## config.mk

```make
export PLATFORM = sky130hd
export DESIGN_NAME = ps2_key_decoder_flat
export DESIGN_NICKNAME = d
export VERILOG_FILES = /design/src/rtl/ps2_key_decoder_pkg.sv /design/src/rtl/ps2_key_decoder_if.sv /design/src/rtl/ps2_key_decoder_char_fifo.sv /design/src/rtl/ps2_key_decoder.sv /design/src/flat_wrapper.sv
export SDC_FILE = /design/constraint.sdc
export NUM_CORES = 1
export LEC_CHECK = 0
export ABC_AREA = 1
export ABC_CLOCK_PERIOD_IN_PS = 6400
export CAP_MARGIN = 20
export CORE_MARGIN = 2
export CORE_UTILIZATION = 45
export DETAILED_ROUTE_END_ITERATION = 6
export PLACE_DENSITY = 0.63
export SLEW_MARGIN = 20
export SYNTH_ARGS = -nofsm -noshare
export SYNTH_HDL_FRONTEND = slang
export SYNTH_HIERARCHICAL = 1
export SYNTH_SLANG_ARGS = --single-unit
```

## constraint.sdc

```tcl
create_clock -name clk -period 6.4 [get_ports clk]
set_input_delay 1.28 -clock clk [delete_from_list [all_inputs] [get_ports clk]]
set_output_delay 1.28 -clock clk [all_outputs]
set_load 0.01 [all_outputs]
```

## src/rtl/ps2_key_decoder_pkg.sv

```systemverilog
// ps2_pkg: shared definitions for the PS/2 key decoder.
//   - scan-code constants (Scan Code Set 2) for the modifier and control keys
//   - key_event_t   : registered key event {code, ext, brk}
//   - map_result_t  : translation result {hit, chr}
//   - scan_to_ascii : make-code to ASCII translation for the US layout
package ps2_pkg;

   localparam logic [7:0] SC_LSHIFT   = 8'h12;
   localparam logic [7:0] SC_RSHIFT   = 8'h59;
   localparam logic [7:0] SC_CTRL     = 8'h14;
   localparam logic [7:0] SC_CAPS     = 8'h58;
   localparam logic [7:0] SC_ENTER    = 8'h5A;
   localparam logic [7:0] SC_KP_SLASH = 8'h4A;
   localparam logic [7:0] SC_SPACE    = 8'h29;
   localparam logic [7:0] SC_BKSP     = 8'h66;
   localparam logic [7:0] SC_TAB      = 8'h0D;
   localparam logic [7:0] SC_ESC      = 8'h76;

   typedef struct packed {
      logic [7:0] code;
      logic       ext;
      logic       brk;
   } key_event_t;

   typedef struct packed {
      logic       hit;
      logic [7:0] chr;
   } map_result_t;

   // Letters: lower case, upper if shift XOR caps, Ctrl gives 0x01..0x1A.
   // Digits and punctuation follow Shift only. Only keypad Enter and keypad
   // slash are mapped among the extended codes.
   function automatic map_result_t scan_to_ascii(input logic [7:0] code, input logic ext,
                                                 input logic shift, input logic caps,
                                                 input logic ctrl);
      map_result_t r;
      logic [7:0]  lo;
      logic [7:0]  hi;
      logic        letter;
      logic        sym;
      r      = '0;
      lo     = 8'h00;
      hi     = 8'h00;
      letter = 1'b1;
      sym    = 1'b1;
      if (ext) begin
         if (code == SC_ENTER)         r = '{hit: 1'b1, chr: 8'h0D};
         else if (code == SC_KP_SLASH) r = '{hit: 1'b1, chr: 8'h2F};
      end else begin
         case (code)
            8'h1C: lo = "a";  8'h32: lo = "b";  8'h21: lo = "c";  8'h23: lo = "d";
            8'h24: lo = "e";  8'h2B: lo = "f";  8'h34: lo = "g";  8'h33: lo = "h";
            8'h43: lo = "i";  8'h3B: lo = "j";  8'h42: lo = "k";  8'h4B: lo = "l";
            8'h3A: lo = "m";  8'h31: lo = "n";  8'h44: lo = "o";  8'h4D: lo = "p";
            8'h15: lo = "q";  8'h2D: lo = "r";  8'h1B: lo = "s";  8'h2C: lo = "t";
            8'h3C: lo = "u";  8'h2A: lo = "v";  8'h1D: lo = "w";  8'h22: lo = "x";
            8'h35: lo = "y";  8'h1A: lo = "z";
            default: letter = 1'b0;
         endcase
         if (letter) begin
            r.hit = 1'b1;
            if (ctrl)              r.chr = lo - 8'h60;
            else if (shift ^ caps) r.chr = lo - 8'h20;
            else                   r.chr = lo;
         end else begin
            case (code)
               8'h16: begin lo = 8'h31; hi = 8'h21; end
               8'h1E: begin lo = 8'h32; hi = 8'h40; end
               8'h26: begin lo = 8'h33; hi = 8'h23; end
               8'h25: begin lo = 8'h34; hi = 8'h24; end
               8'h2E: begin lo = 8'h35; hi = 8'h25; end
               8'h36: begin lo = 8'h36; hi = 8'h5E; end
               8'h3D: begin lo = 8'h37; hi = 8'h26; end
               8'h3E: begin lo = 8'h38; hi = 8'h2A; end
               8'h46: begin lo = 8'h39; hi = 8'h28; end
               8'h45: begin lo = 8'h30; hi = 8'h29; end
               8'h0E: begin lo = 8'h60; hi = 8'h7E; end
               8'h4E: begin lo = 8'h2D; hi = 8'h5F; end
               8'h55: begin lo = 8'h3D; hi = 8'h2B; end
               8'h54: begin lo = 8'h5B; hi = 8'h7B; end
               8'h5B: begin lo = 8'h5D; hi = 8'h7D; end
               8'h5D: begin lo = 8'h5C; hi = 8'h7C; end
               8'h4C: begin lo = 8'h3B; hi = 8'h3A; end
               8'h52: begin lo = 8'h27; hi = 8'h22; end
               8'h41: begin lo = 8'h2C; hi = 8'h3C; end
               8'h49: begin lo = 8'h2E; hi = 8'h3E; end
               8'h4A: begin lo = 8'h2F; hi = 8'h3F; end
               SC_SPACE: begin lo = 8'h20; hi = 8'h20; end
               SC_ENTER: begin lo = 8'h0D; hi = 8'h0D; end
               SC_BKSP:  begin lo = 8'h08; hi = 8'h08; end
               SC_TAB:   begin lo = 8'h09; hi = 8'h09; end
               SC_ESC:   begin lo = 8'h1B; hi = 8'h1B; end
               default:  sym = 1'b0;
            endcase
            if (sym) begin
               r.hit = 1'b1;
               r.chr = shift ? hi : lo;
            end
         end
      end
      return r;
   endfunction

endpackage

```

## src/rtl/ps2_key_decoder_if.sv

```systemverilog
// ps2_key_decoder_if: key-event input, character output handshake and
// status/modifier signals of the PS/2 key decoder.
//   master : key receive stage / character consumer side
//   slave  : decoder side
interface ps2_key_decoder_if;
   logic       key_valid;
   logic [7:0] key_code;
   logic       key_ext;
   logic       key_break;
   logic       ascii_valid;
   logic [7:0] ascii_data;
   logic       ascii_ready;
   logic       shift_held;
   logic       ctrl_held;
   logic       caps_lock;
   logic       overflow;
   logic       overflow_clr;

   modport master (
      output key_valid, key_code, key_ext, key_break, ascii_ready, overflow_clr,
      input  ascii_valid, ascii_data, shift_held, ctrl_held, caps_lock, overflow
   );

   modport slave (
      input  key_valid, key_code, key_ext, key_break, ascii_ready, overflow_clr,
      output ascii_valid, ascii_data, shift_held, ctrl_held, caps_lock, overflow
   );
endinterface

```

## src/rtl/ps2_key_decoder_char_fifo.sv

```systemverilog
// ps2_char_fifo: synchronous first-word-fall-through character FIFO.
//   clk, reset_n    : clock, async active-low reset
//   push, push_data : write request; accepted when not full or when popping
//   pop             : remove head; ignored when empty
//   head            : current head character (0 when empty)
//   empty, full     : occupancy flags
//   count           : number of stored entries
module ps2_char_fifo #(
   parameter  int FIFO_DEPTH = 8,
   localparam int ADDR_W     = $clog2(FIFO_DEPTH)
) (
   input  logic              clk,
   input  logic              reset_n,
   input  logic              push,
   input  logic [7:0]        push_data,
   input  logic              pop,
   output logic [7:0]        head,
   output logic              empty,
   output logic              full,
   output logic [ADDR_W:0]   count
);
   localparam logic [ADDR_W:0]   CNT_ONE  = (ADDR_W+1)'(1);
   localparam logic [ADDR_W:0]   CNT_FULL = (ADDR_W+1)'(FIFO_DEPTH);
   localparam logic [ADDR_W-1:0] PTR_ONE  = ADDR_W'(1);

   logic [7:0]        mem [FIFO_DEPTH];
   logic [ADDR_W-1:0] wr_ptr;
   logic [ADDR_W-1:0] rd_ptr;
   logic              do_push;
   logic              do_pop;

   assign empty   = (count == '0);
   assign full    = (count == CNT_FULL);
   assign do_pop  = pop && !empty;
   // A pop in the same cycle frees the slot, so a full FIFO still accepts.
   assign do_push = push && (!full || do_pop);
   assign head    = empty ? 8'h00 : mem[rd_ptr];

   always_ff @(posedge clk or negedge reset_n) begin
      if (!reset_n) begin
         wr_ptr <= '0;
         rd_ptr <= '0;
         count  <= '0;
      end else begin
         if (do_push) wr_ptr <= wr_ptr + PTR_ONE;
         if (do_pop)  rd_ptr <= rd_ptr + PTR_ONE;
         case ({do_push, do_pop})
            2'b10:   count <= count + CNT_ONE;
            2'b01:   count <= count - CNT_ONE;
            default: ;
         endcase
      end
   end

   always_ff @(posedge clk) begin
      if (do_push) mem[wr_ptr] <= push_data;
   end
endmodule

```

## src/rtl/ps2_key_decoder.sv

```systemverilog
// ps2_key_decoder: tracks Shift/Ctrl/Caps Lock from PS/2 key events, turns
// make codes into ASCII and buffers them in a character FIFO.
//   clk, reset_n : clock, async active-low reset
//   bus (slave)  : key events in, ascii valid/ready out, modifier state,
//                  sticky overflow with clear
// A key event at cycle N is registered (and modifiers updated) for N+1; its
// character is written to the FIFO at the end of N+1 and is visible at N+2.
// Build option: TYPEMATIC_FILTER_EN suppresses repeated makes of the same key.
module ps2_key_decoder
   import ps2_pkg::*;
#(
   parameter int FIFO_DEPTH = 8
) (
   input  logic            clk,
   input  logic            reset_n,
   ps2_key_decoder_if.slave bus
);
   localparam int ADDR_W = $clog2(FIFO_DEPTH);

   key_event_t      s1;
   logic            s1_valid;
   logic            lshift;
   logic            rshift;
   logic            ctrl;
   logic            caps_held;
   logic            caps_lock;
   logic            overflow;
   map_result_t     xlat;
   logic            repeat_hit;
   logic            push_req;
   logic [7:0]      fifo_head;
   logic            fifo_empty;
   logic            fifo_full;
   logic [ADDR_W:0] fifo_count;
   logic            unused_count;

   always_ff @(posedge clk or negedge reset_n) begin
      if (!reset_n) begin
         s1        <= '0;
         s1_valid  <= 1'b0;
         lshift    <= 1'b0;
         rshift    <= 1'b0;
         ctrl      <= 1'b0;
         caps_held <= 1'b0;
         caps_lock <= 1'b0;
      end else begin
         s1_valid <= bus.key_valid;
         if (bus.key_valid) begin
            s1 <= '{code: bus.key_code, ext: bus.key_ext, brk: bus.key_break};
            if (!bus.key_ext && bus.key_code == SC_LSHIFT) lshift <= !bus.key_break;
            if (!bus.key_ext && bus.key_code == SC_RSHIFT) rshift <= !bus.key_break;
            if (bus.key_code == SC_CTRL)                   ctrl   <= !bus.key_break;
            if (!bus.key_ext && bus.key_code == SC_CAPS) begin
               caps_held <= !bus.key_break;
               // Typematic repeats of Caps arrive as makes while held.
               if (!bus.key_break && !caps_held) caps_lock <= !caps_lock;
            end
         end
      end
   end

   assign xlat = scan_to_ascii(s1.code, s1.ext, lshift | rshift, caps_lock, ctrl);

`ifdef TYPEMATIC_FILTER_EN
   logic       last_valid;
   logic [8:0] last_key;

   // Compared against the make before this one, so last_key advances one
   // cycle after the event register.
   assign repeat_hit = last_valid && (last_key == {s1.ext, s1.code});

   always_ff @(posedge clk or negedge reset_n) begin
      if (!reset_n) begin
         last_valid <= 1'b0;
         last_key   <= '0;
      end else if (s1_valid) begin
         if (!s1.brk) begin
            last_valid <= 1'b1;
            last_key   <= {s1.ext, s1.code};
         end else if (repeat_hit) begin
            last_valid <= 1'b0;
         end
      end
   end
`else
   assign repeat_hit = 1'b0;
`endif

   assign push_req = s1_valid && !s1.brk && xlat.hit && !repeat_hit;

   ps2_char_fifo #(.FIFO_DEPTH(FIFO_DEPTH)) u_fifo (
      .clk       (clk),
      .reset_n   (reset_n),
      .push      (push_req),
      .push_data (xlat.chr),
      .pop       (bus.ascii_ready),
      .head      (fifo_head),
      .empty     (fifo_empty),
      .full      (fifo_full),
      .count     (fifo_count)
   );

   // Occupancy is only of interest when probing the FIFO directly.
   assign unused_count = ^fifo_count;

   // Full implies non-empty, so ascii_ready alone means a pop frees a slot.
   always_ff @(posedge clk or negedge reset_n) begin
      if (!reset_n)                                         overflow <= 1'b0;
      else if (push_req && fifo_full && !bus.ascii_ready)   overflow <= 1'b1;
      else if (bus.overflow_clr)                            overflow <= 1'b0;
   end

   assign bus.ascii_valid = !fifo_empty;
   assign bus.ascii_data  = fifo_head;
   assign bus.shift_held  = lshift | rshift;
   assign bus.ctrl_held   = ctrl;
   assign bus.caps_lock   = caps_lock;
   assign bus.overflow    = overflow;
endmodule

```

## src/flat_wrapper.sv

```systemverilog
// flat-port wrapper written by rule: the top's interface ports become plain ports
module ps2_key_decoder_flat import ps2_pkg::*;
#(
   parameter int FIFO_DEPTH = 8
)
  (clk, reset_n, bus_key_valid, bus_key_code, bus_key_ext, bus_key_break, bus_ascii_ready, bus_overflow_clr, bus_ascii_valid, bus_ascii_data, bus_shift_held, bus_ctrl_held, bus_caps_lock, bus_overflow);
  ps2_key_decoder_if bus_i ();
  input  logic clk;
  input  logic reset_n;
  input wire logic [$bits(bus_i.key_valid)-1:0] bus_key_valid;
  input wire logic [$bits(bus_i.key_code)-1:0] bus_key_code;
  input wire logic [$bits(bus_i.key_ext)-1:0] bus_key_ext;
  input wire logic [$bits(bus_i.key_break)-1:0] bus_key_break;
  input wire logic [$bits(bus_i.ascii_ready)-1:0] bus_ascii_ready;
  input wire logic [$bits(bus_i.overflow_clr)-1:0] bus_overflow_clr;
  output wire logic [$bits(bus_i.ascii_valid)-1:0] bus_ascii_valid;
  output wire logic [$bits(bus_i.ascii_data)-1:0] bus_ascii_data;
  output wire logic [$bits(bus_i.shift_held)-1:0] bus_shift_held;
  output wire logic [$bits(bus_i.ctrl_held)-1:0] bus_ctrl_held;
  output wire logic [$bits(bus_i.caps_lock)-1:0] bus_caps_lock;
  output wire logic [$bits(bus_i.overflow)-1:0] bus_overflow;
  assign bus_i.key_valid = bus_key_valid;
  assign bus_i.key_code = bus_key_code;
  assign bus_i.key_ext = bus_key_ext;
  assign bus_i.key_break = bus_key_break;
  assign bus_i.ascii_ready = bus_ascii_ready;
  assign bus_i.overflow_clr = bus_overflow_clr;
  assign bus_ascii_valid = bus_i.ascii_valid;
  assign bus_ascii_data = bus_i.ascii_data;
  assign bus_shift_held = bus_i.shift_held;
  assign bus_ctrl_held = bus_i.ctrl_held;
  assign bus_caps_lock = bus_i.caps_lock;
  assign bus_overflow = bus_i.overflow;
  ps2_key_decoder #(.FIFO_DEPTH(FIFO_DEPTH)) u_core (.clk(clk), .reset_n(reset_n), .bus(bus_i));
endmodule
```

Word-level counts from Yosys, hierarchy flattened
Memory sizes are Yosys's and may differ from the RTL's.
Cells that the tools add are included.
{"block": "word_totals", "mem_count": 1, "word_cells": 133, "regBits": 27, "output_inout_bits": 13, "in_bits": 15, "ramBits": 64}
{"memory": "u_core.u_fifo.mem", "depth": 8, "width": 8, "read_ports": 1, "rd_ports_with_merged_regs": 0, "write_ports": 1, "line": "ps2_key_decoder_char_fifo.sv:26", "text": "logic [7:0] mem [FIFO_DEPTH];"}
{"block": "classes", "muxes": 23, "add_sub_neg": 6, "bitwise": 2, "eq_ne": 59, "n_reduce_logical": 29}
{"cell": "7-bit case mux with 26 select lines", "count": 2}
{"cell": "8-bit case mux with 26 select lines", "count": 1}
{"cell": "8-bit by 6-bit == test with 1-bit output (second input constant)", "count": 23}
{"cell": "8-bit by 7-bit == test with 1-bit output (second input constant)", "count": 22}
{"cell": "8-bit by 5-bit == test with 1-bit output (second input constant)", "count": 9}
{"cell": "26-bit OR reduction", "count": 2}
{"cell": "9-bit two-way mux", "count": 5}
{"cell": "8-bit two-way mux", "count": 5}
{"cell": "8-bit by 4-bit == test with 1-bit output (second input constant)", "count": 2}
{"cell": "1-bit logical AND", "count": 10}
{"cell": "1-bit two-way mux", "count": 9}
{"cell": "1-bit logical NOT", "count": 8}
{"cell": "4-bit case mux with 2 select lines", "count": 1}
{"cell": "2-bit AND reduction", "count": 4}
{"cell": "8-bit by 6-bit subtractor with 8-bit output (second input constant)", "count": 1}
{"cell": "8-bit by 7-bit subtractor with 8-bit output (second input constant)", "count": 1}
{"cell": "3-bit by 1-bit adder with 3-bit output (second input constant)", "count": 2}
{"cell": "4-bit by 1-bit adder with 4-bit output (second input constant)", "count": 1}
{"cell": "4-bit == test (second input constant)", "count": 1}
{"cell": "4-bit logical NOT", "count": 1}
{"cell": "2-bit nonzero test", "count": 2}
{"cell": "4-bit by 1-bit subtractor with 4-bit output (second input constant)", "count": 1}
{"cell": "3-bit AND reduction", "count": 1}
{"cell": "2-bit by 1-bit == test with 1-bit output (second input constant)", "count": 1}
{"cell": "other kinds (4)", "count": 4}

Logic depth before layout (Yosys ltp)
{"block": "logic_depth", "word_depth": 13, "ltp_mapped": 23}

Hierarchy
Netlist, hierarchy kept.
{"module": "ps2_char_fifo", "cells_per_inst": 273, "seq_area_each_um2": 2172.1, "area_each_um2": 3179.3, "instances": 1}
{"module": "ps2_key_decoder", "cells_per_inst": 351, "seq_area_each_um2": 425.4, "area_each_um2": 1938.1, "instances": 1}

Least setup slack after synthesis
Ideal clock, no wire load.
{"block": "synth_timing", "kind": "reg2reg", "from": "register u_core/s1[9] (netlist name)", "to": "memory u_core.u_fifo.mem[4][0] (enable)", "n_path_buf": 0, "setup_slack_ns": 3.570, "setup_ns": 0.383, "period_less_slack_ns": 2.830, "path_stages_with_launch": 14, "arrival_ns": 2.446, "cell_sequence": "dfrtp_1 > nor2_4 > inv_1 > nor2_2 > nand2_1 > nand3_1 > nor2_1 > nand2_1 > nor2_4 > nand3_1 > nand2_1 > nor2_1 > nand3_2 > nor3_1"}
{"block": "synth_via", "elab_chain_len": 12, "elab_cells_between_ends": 68, "classes_between": "52 x eq/ne; 12 x mux; 4 x reduce/logical"}
{"element": "start: declaration", "line": "ps2_key_decoder.sv:20", "text": "key_event_t s1;"}
{"element": "start signal: assignment", "line": "ps2_key_decoder.sv:49", "text": "s1 <= '{code: bus.key_code, ext: bus.key_ext, brk: bus.key_break};"}
{"element": "8-bit by 5-bit == test with 1-bit output (tied with other cells)", "line": "ps2_key_decoder_pkg.sv:66", "text": "case (code)"}
{"element": "26-bit OR reduction (no line)"}
{"element": "1-bit two-way mux", "line": "ps2_key_decoder_pkg.sv:66"}
{"element": "1-bit two-way mux", "line": "ps2_key_decoder_pkg.sv:60", "text": "if (letter) begin"}
{"element": "1-bit two-way mux", "line": "ps2_key_decoder_pkg.sv:46", "text": "if (ext) begin"}
{"element": "9-bit two-way mux", "line": "ps2_key_decoder_pkg.sv:95", "text": "if (sym) begin"}
{"element": "9-bit two-way mux", "line": "ps2_key_decoder_pkg.sv:60"}
{"element": "9-bit two-way mux (*)", "line": "ps2_key_decoder_pkg.sv:46"}
{"element": "1-bit logical AND (*)", "line": "ps2_key_decoder.sv:89", "text": "assign push_req = s1_valid && !s1.brk && xlat.hit && !repeat_hit;"}
{"element": "via u_core.push_req", "line": "ps2_key_decoder.sv:30", "text": "logic push_req;"}
{"element": "1-bit logical AND (*)", "line": "ps2_key_decoder_char_fifo.sv:36", "text": "assign do_push = push && (!full || do_pop);"}
{"element": "1-bit two-way mux (*)", "line": "ps2_key_decoder_char_fifo.sv:56", "text": "if (do_push) mem[wr_ptr] <= push_data;"}
{"element": "1-bit two-way mux (not written as such) (*)", "line": "ps2_key_decoder_char_fifo.sv:56"}
{"element": "end: declaration", "line": "ps2_key_decoder_char_fifo.sv:26"}
Mark *: on every way through the listed nets, which the timed path passes. The rest lies on a longest branch. The select of a mux whose other input is x is not followed.

Worst setup path after layout
{"block": "layout_timing", "from": "register u_core.u_fifo.rd_ptr[0]", "to": "output bus_ascii_data[1]"}
{"block": "layout_via", "elab_chain_len": 2}
{"element": "start: declaration", "line": "ps2_key_decoder_char_fifo.sv:28", "text": "logic [ADDR_W-1:0] rd_ptr;"}
{"element": "start signal: assignment", "line": "ps2_key_decoder_char_fifo.sv:46", "text": "if (do_pop) rd_ptr <= rd_ptr + PTR_ONE;"}
{"element": "memory read 8 x 8 bit"}
{"element": "8-bit two-way mux", "line": "ps2_key_decoder_char_fifo.sv:37", "text": "assign head = empty ? 8'h00 : mem[rd_ptr];"}
{"element": "end: declaration", "line": "flat_wrapper.sv:17", "text": "output wire logic [$bits(bus_i.ascii_data)-1:0] bus_ascii_data;"}
Every way passes these cells.

==> flow_summary.json <==
{
  "dpl.hpwl_um": 8680,
  "ant_nets": 0,
  "syn-cell-area_mm2": 0.00512,
  "drive_gt1_share_pct": 8.84,
  "crit_slowest_cell": "dfrtp_1",
  "path_depth": 6,
  "synth_cells": 624,
  "vias": 4196,
  "ff2ff_path_depth": 13,
  "wl_per_cell_um": 14.8,
  "drt-pass1-iter-count": 5,
  "synthTopCellsByCount": "nor2_1 (131), nand2_1 (127), edfxtp_1 (64)",
  "drcViolationCount": 0,
  "finalNetCount": 674,
  "antenna_found_initial": 0,
  "synth_ff_type": "edfxtp_1",
  "finClkSkew_ps": 7.84,
  "worst_pin_slew_ps": 1070,
  "postCtsHoldBufs": 0,
  "placed_cells": 781,
  "cts_tree": "built",
  "syn-num-nets": 646,
  "cp-startpoint": "u_core/u_fifo/rd_ptr[0]",
  "synth_seq_area_share_pct": 50.8,
  "cp-start-kind": "flip-flop",
  "grt_pass1_vias": 4161,
  "cts_setup_buffers": 0,
  "clock_path_buffers": 2,
  "grt_overflow": 0,
  "hp-class": "reg2reg",
  "die_w_um": 111,
  "synth.area.top_cells": "edfxtp_1 (38%), dfrtp_1 (13%), nor2_1 (9.6%)",
  "htree_levels": 3,
  "dieArea_mm2": 0.0122,
  "n_antenna_cell": 0,
  "status": "finished, final reports clean",
  "yosys_warnings": 6,
  "crit_required_ps": 5120,
  "grt_max_degree": 35,
  "total_power_mw": 1.90,
  "portBuffers": 27,
  "slew_headroom_pct": 28.4,
  "yosysMostFrequentCell": "nor2_1",
  "clk_latency_ps": 340,
  "clock_sinks": 91,
  "reg2reg_from": "u_core/s1[9]",
  "max_freq_mhz": 236,
  "vias_per_cell": 5.27,
  "grt_util_all_layers_pct": 20.1,
  "timing_hold_violations_final": 0,
  "fillers": 1011,
  "crit_chain": "inv_2 -> o21ai_0 -> o21ai_0 -> o21ai_1 -> nor2_1 -> clkdlybuf4s50_1",
  "stdcell_count": 796,
  "crit_family": "flip-flops",
  "fin_setup_tns_ps": 0,
  "drt-initial-drc-count": 294,
  "clkTransAtPathRegs_ps": 60,
  "gp_congestion": 0.891,
  "postSynthAreaPerCell_um2": 8.20,
  "power.density_mw_per_mm2": 329,
  "pin_count": 28,
  "synth.distinct_cells": 40,
  "synth_edf_count": 64,
  "wl_um": 11800,
  "path_class": "reg2out",
  "dieHeight_um": 111,
  "setup_viol": 0,
  "numCtsBuffers": 9,
  "peakVddDrop_mv": 0.210,
  "yosys.area.top_type": "edfxtp_1",
  "rows": 38,
  "cpPeakStageDelay_ps": 1050,
  "start_util_pct": 46.6,
  "path_max_fanout": 34,
  "yosysTopAreaCellShare_pct": 37.6,
  "synthArstFlopShare_pct": 29.7,
  "finalCritPeriodShare_pct": 66.2,
  "cts_resized": 0,
  "synth_seq_cells": 91,
  "hold_path_depth": 2,
  "critical_path_buf_inv_count": 2,
  "grt_pass1_wl_um": 20000,
  "maxCapViolations": 0,
  "core_region_area_mm2": 0.0110,
  "cp.arrival_ps": 2960,
  "cp_common_cell": "o21ai_0",
  "rsz0062_at_grt": "false",
  "hp-start": "u_core/bus.overflow",
  "area_growth_syn_to_layout_pct": 12.7,
  "timing.final.max_slew_violations": 0,
  "period_minus_slack_ps": 4240,
  "endpoint_kind": "output port",
  "root_buffer": "clkbuf_16",
  "leakage_nw": 2.58
}
==> tightest hold or removal path, stage by stage, from the launching register on <==
cell and delay [ps]:
dfrtp_1 340, nand2_1 50, nand2_1 60
==> layout make-up <==
cell class	count	area (um^2)	area share, %
Sequential cell	91	2600	45.1
Multi-Input combinational cell	454	2180	37.7
Timing Repair Buffer	32	308	5.34
Inverter	64	240	4.17
Clock buffer	9	225	3.91
Tap cell	140	175	3.04
Clock inverter	6	43.8	0.760
==> final timing paths <==
kind                                           end  slack (ps)
max in group asynchronous  u_core/u_fifo/wr_ptr[2]        4810
min                            u_core/bus.overflow         480
max reg2reg                u_core/u_fifo/mem[6][3]        2880
max                              bus_ascii_data[1]        2160
min reg2reg                    u_core/bus.overflow         480
min in group asynchronous            u_core/rshift        1320
==> registers in the layout (all words and copies together) (netlist names) <==
register,flops
u_core/bus.caps_lock,1
u_core/bus.ctrl_held,1
u_core/bus.overflow,1
u_core/caps_held,1
u_core/lshift,1
u_core/rshift,1
u_core/s1,10
u_core/s1_valid,1
u_core/u_fifo/count,4
u_core/u_fifo/mem,64
u_core/u_fifo/rd_ptr,3
u_core/u_fifo/wr_ptr,3
==> per-stage QoR <==
stage                     worst slack, ps  cell area (um^2)  hold WS (ps)  util [%]
after floorplan                      3570              5120           470         -
after global placement               2540              5490           464      50.0
after detailed placement             2500              5490           471      50.0
after CTS                            2110              5760           485      52.4
after global routing                 1900              5770           531      52.5
final                                2160              5770           480      52.5
==> per-layer routing <==
metal / vias to the layer above / wire length, um / global-route usage (%) / part of all wire, %
li1: 2119 / - / - / -
met1: 1935 / 5160 / 24.9 / 44
met2: 107 / 5740 / 34.0 / 49
met3: 35 / 506 / 3.79 / 4.3
met4: 0 / 395 / 9.67 / 3.3
met5: - / 0 / 0 / 0
==> report_power, final <==
group / total [mW] / internal [mW] / leakage [nW] / switching (mW)
clock network: 0.470 / 0.261 / 0.133 / 0.209
logic: 0.639 / 0.277 / 1.52 / 0.361
registers: 0.790 / 0.684 / 0.931 / 0.106
total: 1.90 / 1.22 / 2.58 / 0.677
==> layout by cell type (no fill, tap or decap), types with 10 or more instances in the layout <==
cell and n:
nor2_1 131, nand2_1 127, edfxtp_1 64, inv_1 58, o21ai_0 42, o21ai_1 34
clkdlybuf4s50_1 27, dfrtp_1 27, nand3_1 26, nand4_1 14, nor2_2 12, nand2_2 10
a21oi_1 10
==> logic make-up after synthesis <==
| family | synth area share, % |
|---|---|
| flip-flops | 50.8 |
| XOR/XNOR | 1.20 |
| AND/OR/NAND/NOR | 29.5 |
| multiplexers | 0.416 |
| adder cells (fa/ha/maj) | 1.86 |
| buffers and inverters | 6.82 |
| AO/OA/AOI/OAI | 9.46 |
No activity file was read; power rests on OpenSTA's default activity.
